## config.mk

```make
export PLATFORM = sky130hd
export DESIGN_NAME = fetch_unit
export DESIGN_NICKNAME = d
export VERILOG_FILES = /design/src/rtl/cpu_pkg.sv /design/src/rtl/next_pc_logic.sv /design/src/rtl/fetch_unit.sv
export SDC_FILE = /design/constraint.sdc
export NUM_CORES = 1
export LEC_CHECK = 0
export CAP_MARGIN = 20
export CORE_MARGIN = 4
export CORE_UTILIZATION = 48
export DETAILED_ROUTE_END_ITERATION = 8
export GPL_TIMING_DRIVEN = 1
export PLACE_DENSITY = 0.82
export SYNTH_ARGS = -nofsm -noshare
export SYNTH_HDL_FRONTEND = slang
export SYNTH_SLANG_ARGS = --single-unit
```

## constraint.sdc

```tcl
create_clock -name clk -period 4.7 [get_ports clk]
set_input_delay 0.705 -clock clk [delete_from_list [all_inputs] [get_ports clk]]
set_output_delay 0.705 -clock clk [all_outputs]
set_load 0.05 [all_outputs]
```

## src/rtl/cpu_pkg.sv

```systemverilog
`default_nettype none
// ============================================================================
// Module      : cpu_pkg
// Description : Shared opcode/func constants, fetch state type and helpers.
// Revision    : 1.0
// ============================================================================
package cpu_pkg;

    localparam logic [5:0] OP_RTYPE = 6'b000000;
    localparam logic [5:0] OP_J     = 6'b000010;
    localparam logic [5:0] OP_JAL   = 6'b000011;
    localparam logic [5:0] OP_BEQ   = 6'b000100;
    localparam logic [5:0] OP_BNE   = 6'b000101;
    localparam logic [5:0] FUNC_JR  = 6'b001000;

    typedef enum logic [1:0] {
        FETCH = 2'd0,
        HOLD  = 2'd1,
        HALT  = 2'd2
    } fetch_state_t;

    // Sign-extended word offset of a branch immediate, in bytes.
    function automatic logic [31:0] branch_offset(input logic [15:0] imm);
        return {{14{imm[15]}}, imm, 2'b00};
    endfunction

endpackage
`default_nettype wire

```

## src/rtl/next_pc_logic.sv

```systemverilog
`default_nettype none
// ============================================================================
// Module      : next_pc_logic
// Description : Combinational next-PC target selection and jr alignment check.
// Revision    : 1.0
// ============================================================================
module next_pc_logic
    import cpu_pkg::*;
(
    input  logic [31:0] pc_plus4,
    input  logic [25:0] target_field,
    input  logic        branch,
    input  logic        bneq,
    input  logic        jump,
    input  logic        jr,
    input  logic        alu_zero,
    input  logic [31:0] rs_data,
    output logic [31:0] next_pc,
    output logic        misaligned
);

    logic w_taken;

    assign w_taken    = branch & (bneq ? ~alu_zero : alu_zero);
    assign misaligned = jr & (rs_data[1:0] != 2'b00);

    // jr outranks jump, which outranks branch, whatever the decoder asserts.
    always_comb begin
        next_pc = pc_plus4;
        if (jr) begin
            next_pc = rs_data;
        end else if (jump) begin
            next_pc = {pc_plus4[31:28], target_field, 2'b00};
        end else if (w_taken) begin
            next_pc = pc_plus4 + branch_offset(target_field[15:0]);
        end
    end

endmodule
`default_nettype wire

```

## src/rtl/fetch_unit.sv

```systemverilog
`default_nettype none
// ============================================================================
// Module      : fetch_unit
// Description : Instruction fetch stage: PC, imem handshake, next-PC update.
// Revision    : 1.0
// ============================================================================
module fetch_unit
    import cpu_pkg::*;
#(
    parameter logic [31:0] RESET_PC      = 32'h0000_0000,
    parameter int          FETCH_TIMEOUT = 16
) (
    input  logic        clk,
    input  logic        reset,
    output logic        imem_req,
    output logic [31:0] imem_addr,
    input  logic        imem_ready,
    input  logic [31:0] imem_rdata,
    output logic [31:0] instr,
    output logic        instr_valid,
    output logic [5:0]  opcode,
    output logic [5:0]  func,
    output logic [31:0] pc,
    output logic [31:0] pc_plus4,
    input  logic        retire,
    input  logic        branch,
    input  logic        bneq,
    input  logic        jump,
    input  logic        jr,
    input  logic        alu_zero,
    input  logic [31:0] rs_data,
    output logic        fault,
    output logic [31:0] retired_count
);

    localparam logic [15:0] c_TMO_LAST = 16'(FETCH_TIMEOUT - 1);

    fetch_state_t r_state, w_state_next;
    logic [31:0]  r_pc, w_pc_next;
    logic [31:0]  r_instr, w_instr_next;
    logic [31:0]  r_count, w_count_next;
    logic         r_fault, w_fault_next;
    logic [15:0]  r_tmo, w_tmo_next;
    logic         r_active;
    logic [31:0]  w_target;
    logic         w_misaligned;

    next_pc_logic u_next_pc (
        .pc_plus4     (pc_plus4),
        .target_field (r_instr[25:0]),
        .branch       (branch),
        .bneq         (bneq),
        .jump         (jump),
        .jr           (jr),
        .alu_zero     (alu_zero),
        .rs_data      (rs_data),
        .next_pc      (w_target),
        .misaligned   (w_misaligned)
    );

    // r_active holds the request low for the cycle right after reset releases.
    always_ff @(posedge clk) begin
        if (reset) begin
            r_state  <= FETCH;
            r_pc     <= RESET_PC;
            r_instr  <= 32'd0;
            r_count  <= 32'd0;
            r_fault  <= 1'b0;
            r_tmo    <= 16'd0;
            r_active <= 1'b0;
        end else begin
            r_state  <= w_state_next;
            r_pc     <= w_pc_next;
            r_instr  <= w_instr_next;
            r_count  <= w_count_next;
            r_fault  <= w_fault_next;
            r_tmo    <= w_tmo_next;
            r_active <= 1'b1;
        end
    end

    always_comb begin
        w_state_next = r_state;
        w_pc_next    = r_pc;
        w_instr_next = r_instr;
        w_count_next = r_count;
        w_fault_next = r_fault;
        w_tmo_next   = r_tmo;
        case (r_state)
            FETCH: begin
                if (r_active) begin
                    if (imem_ready) begin
                        w_instr_next = imem_rdata;
                        w_state_next = HOLD;
                        w_tmo_next   = 16'd0;
                    end else if (r_tmo == c_TMO_LAST) begin
                        w_fault_next = 1'b1;
                        w_state_next = HALT;
                    end else begin
                        w_tmo_next = r_tmo + 16'd1;
                    end
                end
            end
            HOLD: begin
                if (retire) begin
                    if (w_misaligned) begin
                        w_fault_next = 1'b1;
                        w_state_next = HALT;
                    end else begin
                        w_pc_next    = w_target;
                        w_count_next = r_count + 32'd1;
                        w_state_next = FETCH;
                    end
                end
            end
            HALT: begin
                w_fault_next = 1'b1;
            end
            default: begin
                w_state_next = HALT;
                w_fault_next = 1'b1;
            end
        endcase
    end

    assign imem_req      = r_active && (r_state == FETCH);
    assign imem_addr     = r_pc;
    assign instr         = r_instr;
    assign instr_valid   = (r_state == HOLD);
    assign opcode        = r_instr[31:26];
    assign func          = r_instr[5:0];
    assign pc            = r_pc;
    assign pc_plus4      = r_pc + 32'd4;
    assign fault         = r_fault;
    assign retired_count = r_count;

endmodule
`default_nettype wire

```

==> out/qor.csv, run 1 <==
stage,metric,value,unit
clock_tree,clock_latency,0.42,ns
timing,slew_violations,0,
synthesis,avgSynthCellArea,7.73,um^2
die,die_w,137,um
die,core_area,16100,um^2
setup_path,r2r_cells,14,
final_layout,register_area,2320,um^2
placed_design,dp_cells,1411,
setup_path,worst_path_dominant_cell_family,simple AND/OR/NAND/NOR gates,
drt,totalWireLength,27800,um
grt,grt_pass1_wl,43100,um
timing,fin_tns_setup,0,ns
pwr,leakagePower,4.20,nW
worst_hold_path,hold_path_end,fault,
drt,drt_iter0_drc,805,
drt,vias,8311,
clock_tree,cts_tree,yes,
worst_hold_path,hp-start,fault,
clock_tree,clock-sinks,116,
synthesis,synth_mux_area_share,0.376,%
setup_path,r2r-start,imem_addr[2],
synthesis,synth-xor-area-share,10.4,%
timing,fin_crit_sh,95.2,%
placed_design,place_area,10200,um^2
timing,clock_skew,0.00860,ns
synthesis,synthArstFlopShare,0,%
setup_path,path_common_cell,nand3_1,
die,pin_count,248,
placed_design,port_buffers,247,
setup_path,worstSetupEndpointType,output port,
synthesis,ys_seq_area_share,29.1,%
synthesis,synth.distinct_cells,79,
placed_design,gp_congestion,1.00,
clock_tree,htree_levels,4,
final_layout,filler_cell_count,1363,
final_layout,multiInputGateArea,4990,um^2
grt,gr-total-overflow,0,
pwr,power.density,258,nW/um^2
synthesis,yosys.area_share.simple,25.2,%
final_layout,layout-drive-gt1-share,5.95,%
drt,first_pass_iters,5,
timing,tightest_slew,0.867,ns
grt,grt_use_total,29.3,%
timing,min_period,4.47,ns
worst_hold_path,whs_path_depth,2,
drt,drt-vias-per-instance,5.76,
grt,grt_pass1_vias,8073,
die,start_util,49.6,%
worst_hold_path,worstHoldPathType,flip-flop to flip-flop,
clock_tree,cts_root_buffer,clkbuf_16,
setup_path,worst_r2r_endpoint,imem_addr[31],
setup_path,r2r_slack,0.36,ns
drt,drc,0,
setup_path,cp_data_required_time,3.99,ns
outcome,status,"complete, no violations",
final_layout,stdcell_area,10800,um^2
setup_path,critPathKind,flip-flop to output port,
synthesis,synth_ff_type,dfxtp_1,
synthesis,synth_top_family_by_area,simple AND/OR/NAND/NOR gates,
synthesis,ys_warn_count,0,
run,max_cap_viol_count,0,
clock_tree,clk_pin_slew_worst_paths,0.06,ns
drt,detail-route-antenna-nets,0,
setup_path,cp_max_fo,7,
final_layout,antenna_cells,0,
pwr,ir_drop,221,uV
final_layout,fin_cells,1443,
pwr,power,2.77,mW
synthesis,synth_compound_area_share,19.8,%
setup_path,critPathLaunchType,flip-flop,
grt,antenna_found_initial,1,
setup_path,cpMaxStageDelayCell,clkdlybuf4s50_1,
synthesis,synth_edf_count,0,
timing,hold_viol,0,
drt,detail_route.wl_per_cell,19.2,um
timing,setup_viol_count_final,0,
synthesis,synthesis.area,7990,um^2
die,dieArea,18800,um^2
die,die_h,137,um
setup_path,max_stage_delay,0.87,ns
setup_path,cp_cell_sequence,ha_1 > nand3_1 > nor4_2 > nand3_1 > nor2_1 > and3_1 > xor2_1 > clkdlybuf4s50_1,
synthesis,ys_ff_latch,116,
timing,max_slew_margin,42.1,%
clock_tree,post_cts_buffers,0,
setup_path,crit_buf_inv,1,
grt,grt_max_degree,56,
final_layout,area_growth,34.8,%
synthesis,synth_fa_ha_area_share,6.20,%
final_layout,nets,1326,
timing,max_freq,224,MHz
clock_tree,ctsHoldBuffers,0,
placed_design,hpwl,20200,um
clock_tree,cts.repair.resized,0,
clock_tree,cts_buffers,17,
timing,grt_setup_unrepaired,false,
timing,hold_slack,0.460,ns
synthesis,syn_inst,1034,
die,num_rows,46,
synthesis,synth_fp_nets,1146,
clock_tree,clock_path_buffers,2,
setup_path,arrival,3.77,ns
==> state kept, by name, summed over array words and instances (netlist names) <==
name           count
fault              1
imem_addr         32
instr             32
r_active           1
r_state            2
r_tmo             16
retired_count     32
==> logic make-up (layout without fill, tap and decap cells) <==
group	count (synthesis)	after routing
buf+inv	119	312
fa+ha+maj	39	39
simple gates	418	418
mux	3	3
compound gates	246	246
flops	116	116
xor+xnor	93	93
==> cells in the final DEF (no fill, tap or decap), types with 5 or more instances in the layout <==
cell type and n:
a21o_1 13, clkdlybuf4s50_1 246, ha_1 38, o21a_1 6, xor2_1 53, nor2_1 104
a31oi_1 5, nand2b_1 8, nand3_1 33, nand4_1 20, o31ai_1 5, nor3_1 22
inv_1 18, a211oi_1 18, or3_1 9, nor2b_1 10, clkbuf_16 17, o21ai_0 36
nand2_1 143, and3_1 30, o21bai_1 6, and4_1 5, a21oi_1 97, dfxtp_1 116
xnor2_1 33, buf_4 15, o211ai_1 7, nor4_1 5, and2_1 12
==> worst min-delay path: cells and delay by family, from the launching register on <==
kind	cells	cell delay, ns
flops	1	0.31
buf+inv	1	0.05
compound gates	1	0.05
==> worst max-delay path by stage <==
| stage | from | end | depth (start not counted) |
|---|---|---|---|
| finish | imem_addr[2] | pc_plus4[30] | 8 |
| global route | imem_addr[2] | pc_plus4[30] | 8 |
| CTS | imem_addr[2] | pc_plus4[30] | 8 |
| detailed placement | imem_addr[2] | imem_addr[31] | 14 |
| global placement | imem_addr[2] | imem_addr[31] | 14 |
| floorplan | imem_addr[2] | imem_addr[31] | 14 |
==> synthesized netlist by cell type, types with 5 or more instances <==
master,count,area (um^2)
o21bai_1,6,45.0
nor3_1,22,110
nand2b_1,8,50.1
nand2_1,143,537
xnor2_1,36,315
a21o_1,13,97.6
and4_1,5,43.8
a31oi_1,5,31.3
nor4_1,5,31.3
and2_1,12,75.1
ha_1,38,475
dfxtp_1,116,2320
o31ai_1,5,37.5
a21oi_1,97,485
nand3_1,33,165
or3_1,9,56.3
inv_1,18,67.6
a211oi_1,18,135
xor2_1,55,482
nand4_1,20,125
nor2_1,104,390
buf_6,6,67.6
and3_1,30,188
buf_4,46,345
o21a_1,6,45.0
nor2b_1,10,62.6
clkbuf_1,38,143
o211ai_1,7,52.6
o21ai_0,36,180
==> metrics by stage <==
stage | setup WS, ns | utilization (%)
after global routing | 0.0589 | 66.8
final | 0.226 | 66.8
after CTS | 0.231 | 66.8
after detailed placement | 0.442 | 63.5
after global placement | 0.626 | 63.5
after floorplan | 0.0587 | -
==> power by group <==
| part | total, mW | internal [mW] | switching, mW |
|---|---|---|---|
| clock network | 1.20 | 0.691 | 0.512 |
| logic | 0.531 | 0.192 | 0.338 |
| registers | 1.04 | 1.01 | 0.0337 |
==> per-layer routing <==
metal,vias to the layer above,GRT usage [%],wire (um)
met5,-,0,11
li1,3960,-,-
met3,60,7.10,2430
met4,2,10.1,723
met2,417,48.5,13200
met1,3872,37.3,11400
==> area by class of cell <==
cell class / instances / area share, %
inverters: 19 / 0.662
repair buffers: 261 / 23.9
multi-input cells: 799 / 46.3
clock inverters: 13 / 0.906
clock buffers: 19 / 4.11
well taps: 216 / 2.51
flip-flops and latches: 116 / 21.6
(Power assumes the default switching activity.)
==> inputs of run 2 (changes only) <==
--- a/config.mk
+++ b/config.mk
@@ -7,10 +7,10 @@
 export LEC_CHECK = 0
 export CAP_MARGIN = 20
 export CORE_MARGIN = 4
-export CORE_UTILIZATION = 48
+export CORE_UTILIZATION = 45
 export DETAILED_ROUTE_END_ITERATION = 8
 export GPL_TIMING_DRIVEN = 1
-export PLACE_DENSITY = 0.82
+export PLACE_DENSITY = 0.78
 export SYNTH_ARGS = -nofsm -noshare
 export SYNTH_HDL_FRONTEND = slang
 export SYNTH_SLANG_ARGS = --single-unit
==> run 2 against run 1 <==
Net effect:
- via count is 1.2% lower
- critical path depth fell by 2
- flip-flop and latch count did not move
- global-route usage fell by 2.7 points
- clock power up 8%
- final cell count increased by 0.69%
- count of clock-buffer cells in the layout shrank 2
- first-iteration DRC count fell by 26%
- wire length is 1.9% lower
- hold slack got worse by 0.0078 ns
==> out/qor.csv, run 2 (synthesis gave the netlist of run 1 again) <==
stage,metric,value,unit,change
die,pin_count,248,,unchanged
setup_path,cp_cell_sequence,nand3_2 > or3_1 > or3_1 > nor3_4 > xor2_1 > clkdlybuf4s50_1,,was ha_1 > nand3_1 > nor4_2 > nand3_1 > nor2_1 > and3_1 > xor2_1 > clkdlybuf4s50_1
clock_tree,cts_root_buffer,clkbuf_16,,unchanged
outcome,status,"complete, no violations",,unchanged
final_layout,layout-drive-gt1-share,6.11,%,was 5.95%
setup_path,worst_r2r_endpoint,imem_addr[31],,unchanged
drt,vias,8213,,was 8311
final_layout,antenna_cells,0,,unchanged
timing,grt_setup_unrepaired,false,,unchanged
final_layout,register_area,2320,um^2,unchanged
pwr,leakagePower,4.24,nW,was 4.20 nW
drt,drt_iter0_drc,596,,was 805
grt,grt_use_total,26.6,%,was 29.3%
grt,grt_max_degree,57,,was 56
clock_tree,cts.repair.resized,0,,unchanged
setup_path,critPathLaunchType,flip-flop,,unchanged
setup_path,r2r_slack,0.47,ns,was 0.36 ns
clock_tree,ctsHoldBuffers,0,,unchanged
drt,drc,0,,unchanged
timing,fin_crit_sh,94.8,%,was 95.2%
setup_path,r2r_cells,14,,unchanged
setup_path,cp_max_fo,7,,unchanged
grt,antenna_found_initial,2,,was 1
setup_path,cpMaxStageDelayCell,clkdlybuf4s50_1,,unchanged
placed_design,gp_congestion,0.952,,was 1.00
pwr,ir_drop,253,uV,was 221 uV
placed_design,port_buffers,247,,unchanged
clock_tree,clock_latency,0.42,ns,about the same
drt,drt-vias-per-instance,5.65,,was 5.76
grt,grt_pass1_vias,7941,,was 8073
worst_hold_path,worstHoldPathType,flip-flop to flip-flop,,unchanged
die,dieArea,19900,um^2,was 18800 um^2
timing,hold_viol,0,,unchanged
final_layout,final_common_cell,clkdlybuf4s50_1,,unchanged
drt,detail_route.wl_per_cell,18.8,um,was 19.2 um
worst_hold_path,hp-start,fault,,unchanged
worst_hold_path,hold_path_end,fault,,unchanged
die,start_util,46.0,%,was 49.6%
setup_path,max_stage_delay,0.87,ns,about the same
run,max_cap_viol_count,0,,unchanged
clock_tree,cts_tree,yes,,unchanged
timing,max_freq,224,MHz,about the same
die,die_h,141,um,was 137 um
placed_design,hpwl,20200,um,about the same
final_layout,filler_cell_count,1512,,was 1363
drt,totalWireLength,27200,um,was 27800 um
timing,max_slew_margin,50.1,%,was 42.1%
clock_tree,clock_path_buffers,2,,unchanged
final_layout,nets,1327,,was 1326
timing,min_period,4.46,ns,was 4.47 ns
timing,fin_tns_setup,0,ns,unchanged
clock_tree,clock-sinks,116,,unchanged
timing,clock_skew,0.0109,ns,was 0.00860 ns
die,num_rows,48,,was 46
final_layout,multiInputGateArea,4990,um^2,unchanged
die,core_area,17400,um^2,was 16100 um^2
pwr,power.density,264,nW/um^2,was 258 nW/um^2
drt,first_pass_iters,5,,unchanged
timing,setup_viol_count_final,0,,unchanged
final_layout,mostFrequentLayoutCells,"246 x clkdlybuf4s50_1, 143 x nand2_1, 116 x dfxtp_1, 104 x nor2_1, 97 x a21oi_1",,unchanged
timing,slew_violations,0,,unchanged
setup_path,worstSetupEndpointType,output port,,unchanged
setup_path,critPathKind,flip-flop to output port,,unchanged
drt,detail-route-antenna-nets,0,,unchanged
final_layout,area_growth,35.8,%,was 34.8%
clock_tree,cts_buffers,17,,unchanged
die,die_w,141,um,was 137 um
clock_tree,htree_levels,4,,unchanged
setup_path,arrival,3.75,ns,was 3.77 ns
setup_path,cp_data_required_time,3.99,ns,about the same
worst_hold_path,whs_path_depth,2,,unchanged
clock_tree,post_cts_buffers,0,,unchanged
setup_path,r2r-start,imem_addr[2],,unchanged
setup_path,path_common_cell,or3_1,,was nand3_1
grt,gr-total-overflow,0,,unchanged
grt,grt_pass1_wl,42500,um,was 43100 um
timing,tightest_slew,0.749,ns,was 0.867 ns
clock_tree,clk_pin_slew_worst_paths,0.07,ns,was 0.06 ns
pwr,power,2.86,mW,was 2.77 mW
==> run 2: cell count changes in the layout (fill, tap and decap cells not counted), moves of 2 or more <==
cell        before  now
inv_6            4    7
clkinvlp_4       4    2
clkinv_2         3    0
clkinv_8         0    2
inv_8            0    4
clkinv_4         2    0
==> run 2: where the power goes <==
part / switching (mW) / internal [mW] / total, mW / leakage, nW
clock: 0.581 / 0.708 / 1.29 / 0.279
combinational: 0.339 / 0.196 / 0.535 / 3.02
sequential: 0.0326 / 1.01 / 1.04 / 0.940
total: 0.953 / 1.91 / 2.86 / 4.24
==> run 2: stage by stage <==
| step | area, um^2 | setup WS (ns) | instances | hold slack [ns] | util, % |
|---|---|---|---|---|---|
| after floorplan | 8030 | 0.0587 | 1034 | 0.458 | - |
| after global placement | 10200 | 0.697 | 1420 | 0.437 | 59.0 |
| after detailed placement | 10200 | 0.578 | 1420 | 0.441 | 59.0 |
| after CTS | 10800 | 0.295 | 1452 | 0.454 | 62.3 |
| after global routing | 10800 | 0.103 | 1453 | 0.488 | 62.5 |
| final | 10800 | 0.245 | 1453 | 0.452 | 62.5 |
==> run 2: critical path, delay by kind of cell (launching register included) <==
kind | cells | cell delay, ns
flops | 1 | 0.48
buf+inv | 1 | 0.87
simple gates | 4 | 1.69
xor+xnor | 1 | 0.29
==> run 2: worst max path at each step <==
stage / from / to / slack, ns
floorplan: imem_addr[2] / imem_addr[31] / 0.06
global route: imem_addr[2] / pc_plus4[30] / 0.10
detailed placement: imem_addr[2] / imem_addr[31] / 0.58
finish: imem_addr[6] / pc_plus4[29] / 0.24
CTS: imem_addr[2] / pc_plus4[30] / 0.29
global placement: imem_addr[9] / imem_addr[31] / 0.70
==> run 2: metal layers <==
metal	track usage, %	routed length [um]	vias up
li1	-	-	3954
met1	34.6	11800	3837
met2	42.0	12500	350
met3	7.06	2150	68
met4	10.6	834	4
met5	0	30	-
==> run 2: layout make-up <==
cell class                 instances  area share (%)
multi-input combinational        799            46.0
timing repair buffer             262            24.0
sequential                       116            21.4
clock buffer                      17            3.92
tap                              225            2.60
clock inverter                    15            1.42
inverter                          19           0.658
